File: config.mk
export PLATFORM = sky130hd
export DESIGN_NAME = crc_encoding
export DESIGN_NICKNAME = d
export VERILOG_FILES = /design/src/rtl/crc_encoding.sv
export SDC_FILE = /design/constraint.sdc
export NUM_CORES = 1
export LEC_CHECK = 0
export ABC_AREA = 1
export ABC_CLOCK_PERIOD_IN_PS = 2700
export CORE_MARGIN = 10
export CORE_UTILIZATION = 38
export CTS_BUF_LIST = sky130_fd_sc_hd__clkbuf_2 sky130_fd_sc_hd__clkbuf_4 sky130_fd_sc_hd__clkbuf_8
export DETAILED_ROUTE_END_ITERATION = 16
export GPL_ROUTABILITY_DRIVEN = 0
export HOLD_SLACK_MARGIN = 0.05
export PLACE_DENSITY = 0.67
export SYNTH_ARGS = -nofsm -noshare
export SYNTH_HDL_FRONTEND = slang
export SYNTH_SLANG_ARGS = --single-unit
File: constraint.sdc
create_clock -name clk -period 2.7 [get_ports clk]
set_clock_uncertainty 0.1 [all_clocks]
set_input_delay 0.54 -clock clk [delete_from_list [all_inputs] [get_ports clk]]
set_output_delay 0.54 -clock clk [all_outputs]
set_load 0.005 [all_outputs]
File: src/rtl/crc_encoding.sv
// Packet serializer: PID, ~PID, body and inverted CRC5/CRC16 as one MSB-first bit stream.
// First bit is valid the cycle after accept; a bit advances only on edges with bitReady=1, otherwise everything holds.
module crc_encoding #(
  parameter int MAX_BYTES = 8
) (
  input  logic                   clk,
  input  logic                   rst_b,
  input  logic [3:0]             pid,
  input  logic [6:0]             addr,
  input  logic [3:0]             endp,
  input  logic [8*MAX_BYTES-1:0] data,
  input  logic [3:0]             nbytes,
  input  logic                   pktInAvail,
  output logic                   readyIn,
  output logic                   bitOut,
  output logic                   bitOutAvail,
  input  logic                   bitReady,
  output logic                   last,
  output logic                   err
);

  localparam int          DW     = 8 * MAX_BYTES;
  localparam logic [3:0]  MAXB   = 4'(MAX_BYTES);
  localparam logic [4:0]  POLY5  = 5'b00101;
  localparam logic [15:0] POLY16 = 16'h8005;

  typedef enum logic [1:0] {S_IDLE, S_PID, S_BODY, S_CRC} state_t;

  state_t          state_q, state_d;
  logic [3:0]      pid_q, pid_d;
  logic [6:0]      addr_q, addr_d;
  logic [3:0]      endp_q, endp_d;
  logic [DW-1:0]   data_q, data_d;
  logic [3:0]      nbytes_q, nbytes_d;
  logic [6:0]      idx_q, idx_d;
  logic [4:0]      crc5_q, crc5_d;
  logic [15:0]     crc16_q, crc16_d;
  logic            err_q, err_d;

  logic            is_token, is_data, is_hs;
  logic            in_token, in_data, in_hs, in_ok;
  logic [6:0]      body_len, crc_len;
  logic            fire;
  logic [7:0]      pid_sh;
  logic [10:0]     tok_sh;
  logic [DW-1:0]   data_sh;
  logic [4:0]      crc5_sh;
  logic [15:0]     crc16_sh;
  logic            body_bit, crc_bit;
  logic            fb5, fb16;

  assign is_token = (pid_q[3:1] == 3'b100);
  assign is_data  = (pid_q[3:1] == 3'b110);
  assign is_hs    = (pid_q[3:1] == 3'b010);

  assign in_token = (pid[3:1] == 3'b100);
  assign in_data  = (pid[3:1] == 3'b110);
  assign in_hs    = (pid[3:1] == 3'b010);
  assign in_ok    = in_token | in_hs | (in_data & (nbytes <= MAXB));

  assign body_len = is_token ? 7'd11 : {nbytes_q, 3'b000};
  assign crc_len  = is_token ? 7'd5 : 7'd16;

  assign readyIn     = (state_q == S_IDLE);
  assign bitOutAvail = (state_q != S_IDLE);
  assign fire        = bitOutAvail & bitReady;
  assign err         = err_q;

  // Each field is left-shifted by the index so the current bit is always the field MSB.
  assign pid_sh   = {pid_q, ~pid_q} << idx_q;
  assign tok_sh   = {addr_q, endp_q} << idx_q;
  assign data_sh  = data_q << idx_q;
  assign crc5_sh  = crc5_q << idx_q;
  assign crc16_sh = crc16_q << idx_q;

  assign body_bit = is_token ? tok_sh[10] : data_sh[DW-1];
  assign crc_bit  = is_token ? ~crc5_sh[4] : ~crc16_sh[15];

  assign fb5  = crc5_q[4] ^ body_bit;
  assign fb16 = crc16_q[15] ^ body_bit;

  always_comb begin
    bitOut = 1'b0;
    last   = 1'b0;
    case (state_q)
      S_PID: begin
        bitOut = pid_sh[7];
        last   = is_hs && (idx_q == 7'd7);
      end
      S_BODY: bitOut = body_bit;
      S_CRC: begin
        bitOut = crc_bit;
        last   = (idx_q == crc_len - 7'd1);
      end
      default: ;
    endcase
  end

  always_comb begin
    state_d  = state_q;
    pid_d    = pid_q;
    addr_d   = addr_q;
    endp_d   = endp_q;
    data_d   = data_q;
    nbytes_d = nbytes_q;
    idx_d    = idx_q;
    crc5_d   = crc5_q;
    crc16_d  = crc16_q;
    err_d    = 1'b0;
    case (state_q)
      S_IDLE: begin
        if (pktInAvail) begin
          pid_d    = pid;
          addr_d   = addr;
          endp_d   = endp;
          data_d   = data;
          nbytes_d = nbytes;
          idx_d    = 7'd0;
          crc5_d   = 5'h1F;
          crc16_d  = 16'hFFFF;
          if (in_ok) state_d = S_PID;
          else       err_d   = 1'b1;
        end
      end
      S_PID: begin
        if (fire) begin
          if (idx_q == 7'd7) begin
            idx_d = 7'd0;
            if (is_hs)                  state_d = S_IDLE;
            else if (body_len == 7'd0)  state_d = S_CRC;
            else                        state_d = S_BODY;
          end else begin
            idx_d = idx_q + 7'd1;
          end
        end
      end
      S_BODY: begin
        if (fire) begin
          if (is_token) crc5_d  = {crc5_q[3:0], 1'b0} ^ (fb5 ? POLY5 : 5'd0);
          else          crc16_d = {crc16_q[14:0], 1'b0} ^ (fb16 ? POLY16 : 16'd0);
          if (idx_q == body_len - 7'd1) begin
            idx_d   = 7'd0;
            state_d = S_CRC;
          end else begin
            idx_d = idx_q + 7'd1;
          end
        end
      end
      S_CRC: begin
        if (fire) begin
          if (idx_q == crc_len - 7'd1) begin
            idx_d   = 7'd0;
            state_d = S_IDLE;
          end else begin
            idx_d = idx_q + 7'd1;
          end
        end
      end
      default: state_d = S_IDLE;
    endcase
  end

  always_ff @(posedge clk or negedge rst_b) begin
    if (!rst_b) begin
      state_q  <= S_IDLE;
      pid_q    <= '0;
      addr_q   <= '0;
      endp_q   <= '0;
      data_q   <= '0;
      nbytes_q <= '0;
      idx_q    <= '0;
      crc5_q   <= 5'h1F;
      crc16_q  <= 16'hFFFF;
      err_q    <= 1'b0;
    end else begin
      state_q  <= state_d;
      pid_q    <= pid_d;
      addr_q   <= addr_d;
      endp_q   <= endp_d;
      data_q   <= data_d;
      nbytes_q <= nbytes_d;
      idx_q    <= idx_d;
      crc5_q   <= crc5_d;
      crc16_q  <= crc16_d;
      err_q    <= err_d;
    end
  end

endmodule

[Word-level counts from Yosys, hierarchy flattened]
Cells that the tools add are included.
Operators by class
  shifts and indexed selects: 5
  add/subtract/negate cells: 3
  reduce and logical (&&, ||, !) cells: 10
  bitwise logic cells: 11
  equality and inequality tests: 21
  muxes and demuxes: 38
  $lt $le $gt $ge: 1
Operators with widths (number)
  $mux W16: 4
  $shl A64 B7 Y64: 1
  $mux W7: 8
  $pmux W16 S2: 1
  $pmux W7 S4: 1
  $mux W5: 4
  $mux W2: 9
  $ne A2 B2 Y1 const B: 9
  $shl A16 B7 Y16: 1
  $xor A16 B16 Y16: 1
  $eq A7 B7 Y1: 2
  $reduce_and A4 Y1: 3
  $shl A11 B7 Y11: 1
  $pmux W5 S2: 1
  $eq A3 B3 Y1 const B: 3
  $pmux W2 S4: 1
  $reduce_and A8 Y1: 1
  $shl A8 B7 Y8: 1
  $add A7 B1 Y7 const B: 1
  $eq A7 B3 Y1 const B: 1
  $logic_not A7 Y1: 1
  $shl A5 B7 Y5: 1
  $sub A7 B1 Y7 const B: 1
  $eq A3 B2 Y1 const B: 2
  other kinds (19): 30
Word-level totals
  output and inout port bits: 5
  register bits: 114
  logic and storage cells: 99
  input bits: 87

[Longest topological paths before layout]
  depth in word-level cells: 8
  depth in mapped cells: 20
  gate-level depth less buffers: 18

[Least setup slack after synthesis]
OpenSTA, ideal clock, no wires.
  path type: register to output
  from: reg idx_q[0]
  to: out bitOut
  path buffers: 4
  arrival: 1.570 ns
  stages on the path, launching flop included: 12
  required time: 2.060 ns
  path slack: 0.490 ns
  cells stage by stage: dfrtp_1 > buf_4 > inv_4 > buf_6 > buf_6 > buf_2 > a21oi_1 > o21ai_0 > o2111ai_1 > a21oi_1 > nor3_1 > o221ai_1
On the way
  longest elaborated chain between the ends: 4
Ends and longest elaborated chain
  start: declaration: line 35  | logic [6:0] idx_q, idx_d;
  start signal: assignment: line 182  | idx_q <= idx_d;
  parallel branches: the longest is 3 deep, another holds $shl A64 B7 Y64
  $pmux W1 S3 *: line 85  | case (state_q)
  end: declaration: line 15  | output logic bitOut,
Mark *: on every way between the ends.

[Worst setup path after layout]
Ends and elaborated chain as after synthesis.

==> flow_summary_export.csv <==
group,metric,value,unit
setup_path,worstSetupPathType,"register to output port",
grt,grt_max_degree,93,
setup_path,startpoint,"idx_q[0]$_DFFE_PN0P_",
synthesis,ys_ff_latch,114,
floorplan,die-area,20860,um2
flow_run,maxCapViolCount,0,
synthesis,synthSimpleGateAreaFrac,0.2967,
power,power.total,7949,uW
synthesis,synth_ff_type,"dfrtp_1",
synthesis,yosysTopAreaCell,"dfrtp_1",
grt,grt_pass1_wl,27.30,mm
clock_tree,cts-root-buf,"clkbuf_8",
setup_path,worstPathMaxFanout,10,
synthesis,synth_top_area_frac,0.3956,
setup_path,crit_cells,9,
drt,first_pass_iters,5,
sta,max_freq,344.6,MHz
drt,drcViolationCount,0,
setup_path,cp_top_family,"compound AO/OA/AOI/OAI gates",
sta,slew_headroom,0.6625,
setup_path,critical_path.slowest_cell,"dfrtp_2",
synthesis,synth_fp_nets,872,
finish,final_cells,1109,
setup_path,cp-end-kind,"output port",
clock_tree,clock_latency,0.46,ns
placed_design,port_buffers,91,
clock_tree,numCtsBuffers,17,
setup_path,reg2reg_slack,0.51,ns
synthesis,yosysWarnings,0,
synthesis,synth_top_family_by_area,"simple AND/OR/NAND/NOR gates",
setup_path,r2r_end,"crc16_q[2]$_DFFE_PN1P_",
floorplan,die_x,144.4,um
sta,hold_viol_final,0,
setup_path,path_buf_inv,4,
synthesis,syn_inst,784,
synthesis,syn_area_per_cell,7.504,um2
sta,drv_slew,0,
floorplan,rows,45,
clock_tree,cts_num_sinks,114,
finish,synthToLayoutAreaGrowth,32.45,%
synthesis,yosysMostFrequentCell,"nand2_1",
grt,gr-usage-all-layers,0.1648,
grt,overflow,0,
synthesis,synth_area_leaders,"dfrtp_1 40%, nand2_1 21%, dfstp_2 9.4%, inv_1 5.4%, o21ai_0 4.9%",
sta,rsz0062_at_grt,"true",
drt,wirelength,16.15,mm
power,p_leak,0.003835,uW
sta,post-route-period-util,1.075,
drt,vias_per_cell,4.857,
floorplan,fp.dieH,144.4,um
floorplan,coreArea,15200,um2
finish,fillers,1487,
sta,finalSetupViolCount,1,
clock_tree,clk_pin_slew_worst_paths,0.07,ns
synthesis,synth_area,5883,um2
floorplan,io_pins,92,
sta,setup_slack,-0.2022,ns
setup_path,cpMostUsedCell,"buf_4",
finish,nNetsFinal,997,
placed_design,dp_hpwl,12.01,mm
setup_path,required,2.06,ns
grt,grt_pass1_vias,5435,
sta,whs,0.3778,ns
drt,initialDrtViolationCount,446,
floorplan,start_util,0.3870,
setup_path,reg2reg_depth,20,
synthesis,synth.area.mux_share,0,
setup_path,worstPathCellList,"clkinv_4 -> buf_4 -> buf_4 -> o21ai_0 -> o2111ai_1 -> a21oi_1 -> nor3_2 -> o221ai_2 -> buf_2",
clock_tree,ctsLongestPathBuffers,2,
synthesis,synth_compound_area_frac,0.1136,
setup_path,start_kind,"register",
drt,avgRoutedWirePerCell,14.56,um
synthesis,synth_edf_count,0,
placed_design,dp_cells,1071,
drt,vias,5386,
status,violations,"setup timing",
clock_tree,cts_tree,"yes",
synthesis,yosys.area_share.adder,0.002127,
clock_tree,htree_num_levels,4,
finish,drive_gt1_frac,0.1564,
finish,n_antenna_cell,0,
setup_path,crit_end,"bitOut",
setup_path,critical_path_arrival,2.26,ns
status,outcome,"finished, violations left",
power,powerDensity,1020,nW/um2
synthesis,ys_seq_area_frac,0.4894,
setup_path,r2r_start,"idx_q[0]$_DFFE_PN0P_",
synthesis,yosys.area_share.xor_xnor,0.007444,
synthesis,synth.top_cells.by_count,"323 x nand2_1, 93 x dfrtp_1, 84 x inv_1",
worst_hold_path,hp-class,"register to register",
drt,ant_nets,0,
power,ir_drop,0.4131,mV
sta,min_period,2.902,ns
synthesis,synthArstFlopShare,1.000,
setup_path,crit_path_max_incr_delay,0.45,ns
sta,tightest_slew,0.5063,ns
grt,antenna_found_initial,0,
synthesis,synthDistinctLibCells,36,
## power breakdown
group,switching [uW],internal [uW]
Combinational,2060,1360
Sequential,396,2420
Clock,693,1010
## repair_timing
action	in CTS	in global routing
gates resized for setup	16	24
hold buffers	1	0
setup endpoints to repair	2	2
setup buffers	4	3
hold endpoints to repair	37	0
gates cloned	0	0
pin swaps	3	14
## kinds of logic (layout without fill, tap and decap cells)
family          after synthesis  count (layout)
simple gates                423             423
compound gates              115             115
flops                       114             114
fa+ha+maj                     1               1
buf+inv                     126             263
xor+xnor                      5               5
## cell usage in the layout (no fill, tap or decap), types with 8 or more instances in the layout
master,n
a21oi_1,16
a22oi_1,16
buf_4,44
clkbuf_8,21
clkdlybuf4s50_1,88
dfrtp_1,92
dfstp_2,21
inv_1,83
nand2_1,317
nand2_2,8
nand3_1,50
nand4_1,9
nor2_1,21
o21ai_0,54
## per-layer routing
metal  track usage  vias to the layer above  part of all wire
li1              -                     2734                 -
met1        0.2191                     2454              0.49
met2        0.2445                      171              0.43
met5             0                        -                 0
met4       0.06968                        0             0.021
met3       0.04756                       27             0.065
## worst min path at each step
stage	endpoint	startpoint	slack, ns	cells after the start
finish	data_q[45]$_DFFE_PN0P_	data_q[45]$_DFFE_PN0P_	0.38	2
global route	data_q[8]$_DFFE_PN0P_	data_q[8]$_DFFE_PN0P_	0.41	2
CTS	data_q[41]$_DFFE_PN0P_	data_q[41]$_DFFE_PN0P_	0.38	2
detailed placement	data_q[41]$_DFFE_PN0P_	data_q[41]$_DFFE_PN0P_	0.36	2
global placement	data_q[5]$_DFFE_PN0P_	data_q[5]$_DFFE_PN0P_	0.36	2
floorplan	asynchronous set/reset pin	rst_b	0.14	0
## through the flow
| stage | instance area [um2] | setup WS [ns] | setup TNS [ns] | util |
|---|---|---|---|---|
| CTS | 7727 | -0.2265 | -0.2265 | 0.5083 |
| finish | 7792 | -0.2022 | -0.2022 | 0.5126 |
| floorplan | 5883 | 0.4902 | 0 | - |
| global route | 7792 | -0.3549 | -0.3929 | 0.5126 |
| detailed placement | 7226 | -0.2390 | -0.2390 | 0.4753 |
| global placement | 7226 | -0.1393 | -0.1393 | 0.4753 |
## layout make-up
class                      count  area, um2  share of cell area
clock inverter                 9      128.9             0.01654
clock buffer                  22      296.5             0.03805
tap                          188      235.2             0.03019
inverter                      88      335.3             0.04303
multi-input combinational    544       2540              0.3259
timing repair buffer         144       1376              0.1766
sequential                   114       2880              0.3696
## worst reg2reg max path, stage by stage (launching register included)
cell      delay, ns
dfrtp_2        0.45
clkinv_4       0.13
buf_12         0.16
nand2_1        0.05
nand2_1        0.08
nand2_1        0.07
nand2_1        0.05
nand2_1        0.06
nand2_1        0.05
nor2_1         0.10
nand2_1        0.07
nand3_2        0.08
nand2_2        0.05
nand2_2        0.07
nand2_2        0.06
buf_4          0.15
nand2_1        0.09
nand3_1        0.07
nand3_1        0.10
nand2_1        0.07
inv_1          0.05
## state kept, by name, summed over array words and instances, names as in the netlist, named ones only
name      count
data_q       64
crc16_q      16
addr_q        7
idx_q         7
crc5_q        5
endp_q        4
nbytes_q      4
pid_q         4
err           1
state_q       1
Power figures use the tool's default switching activity.
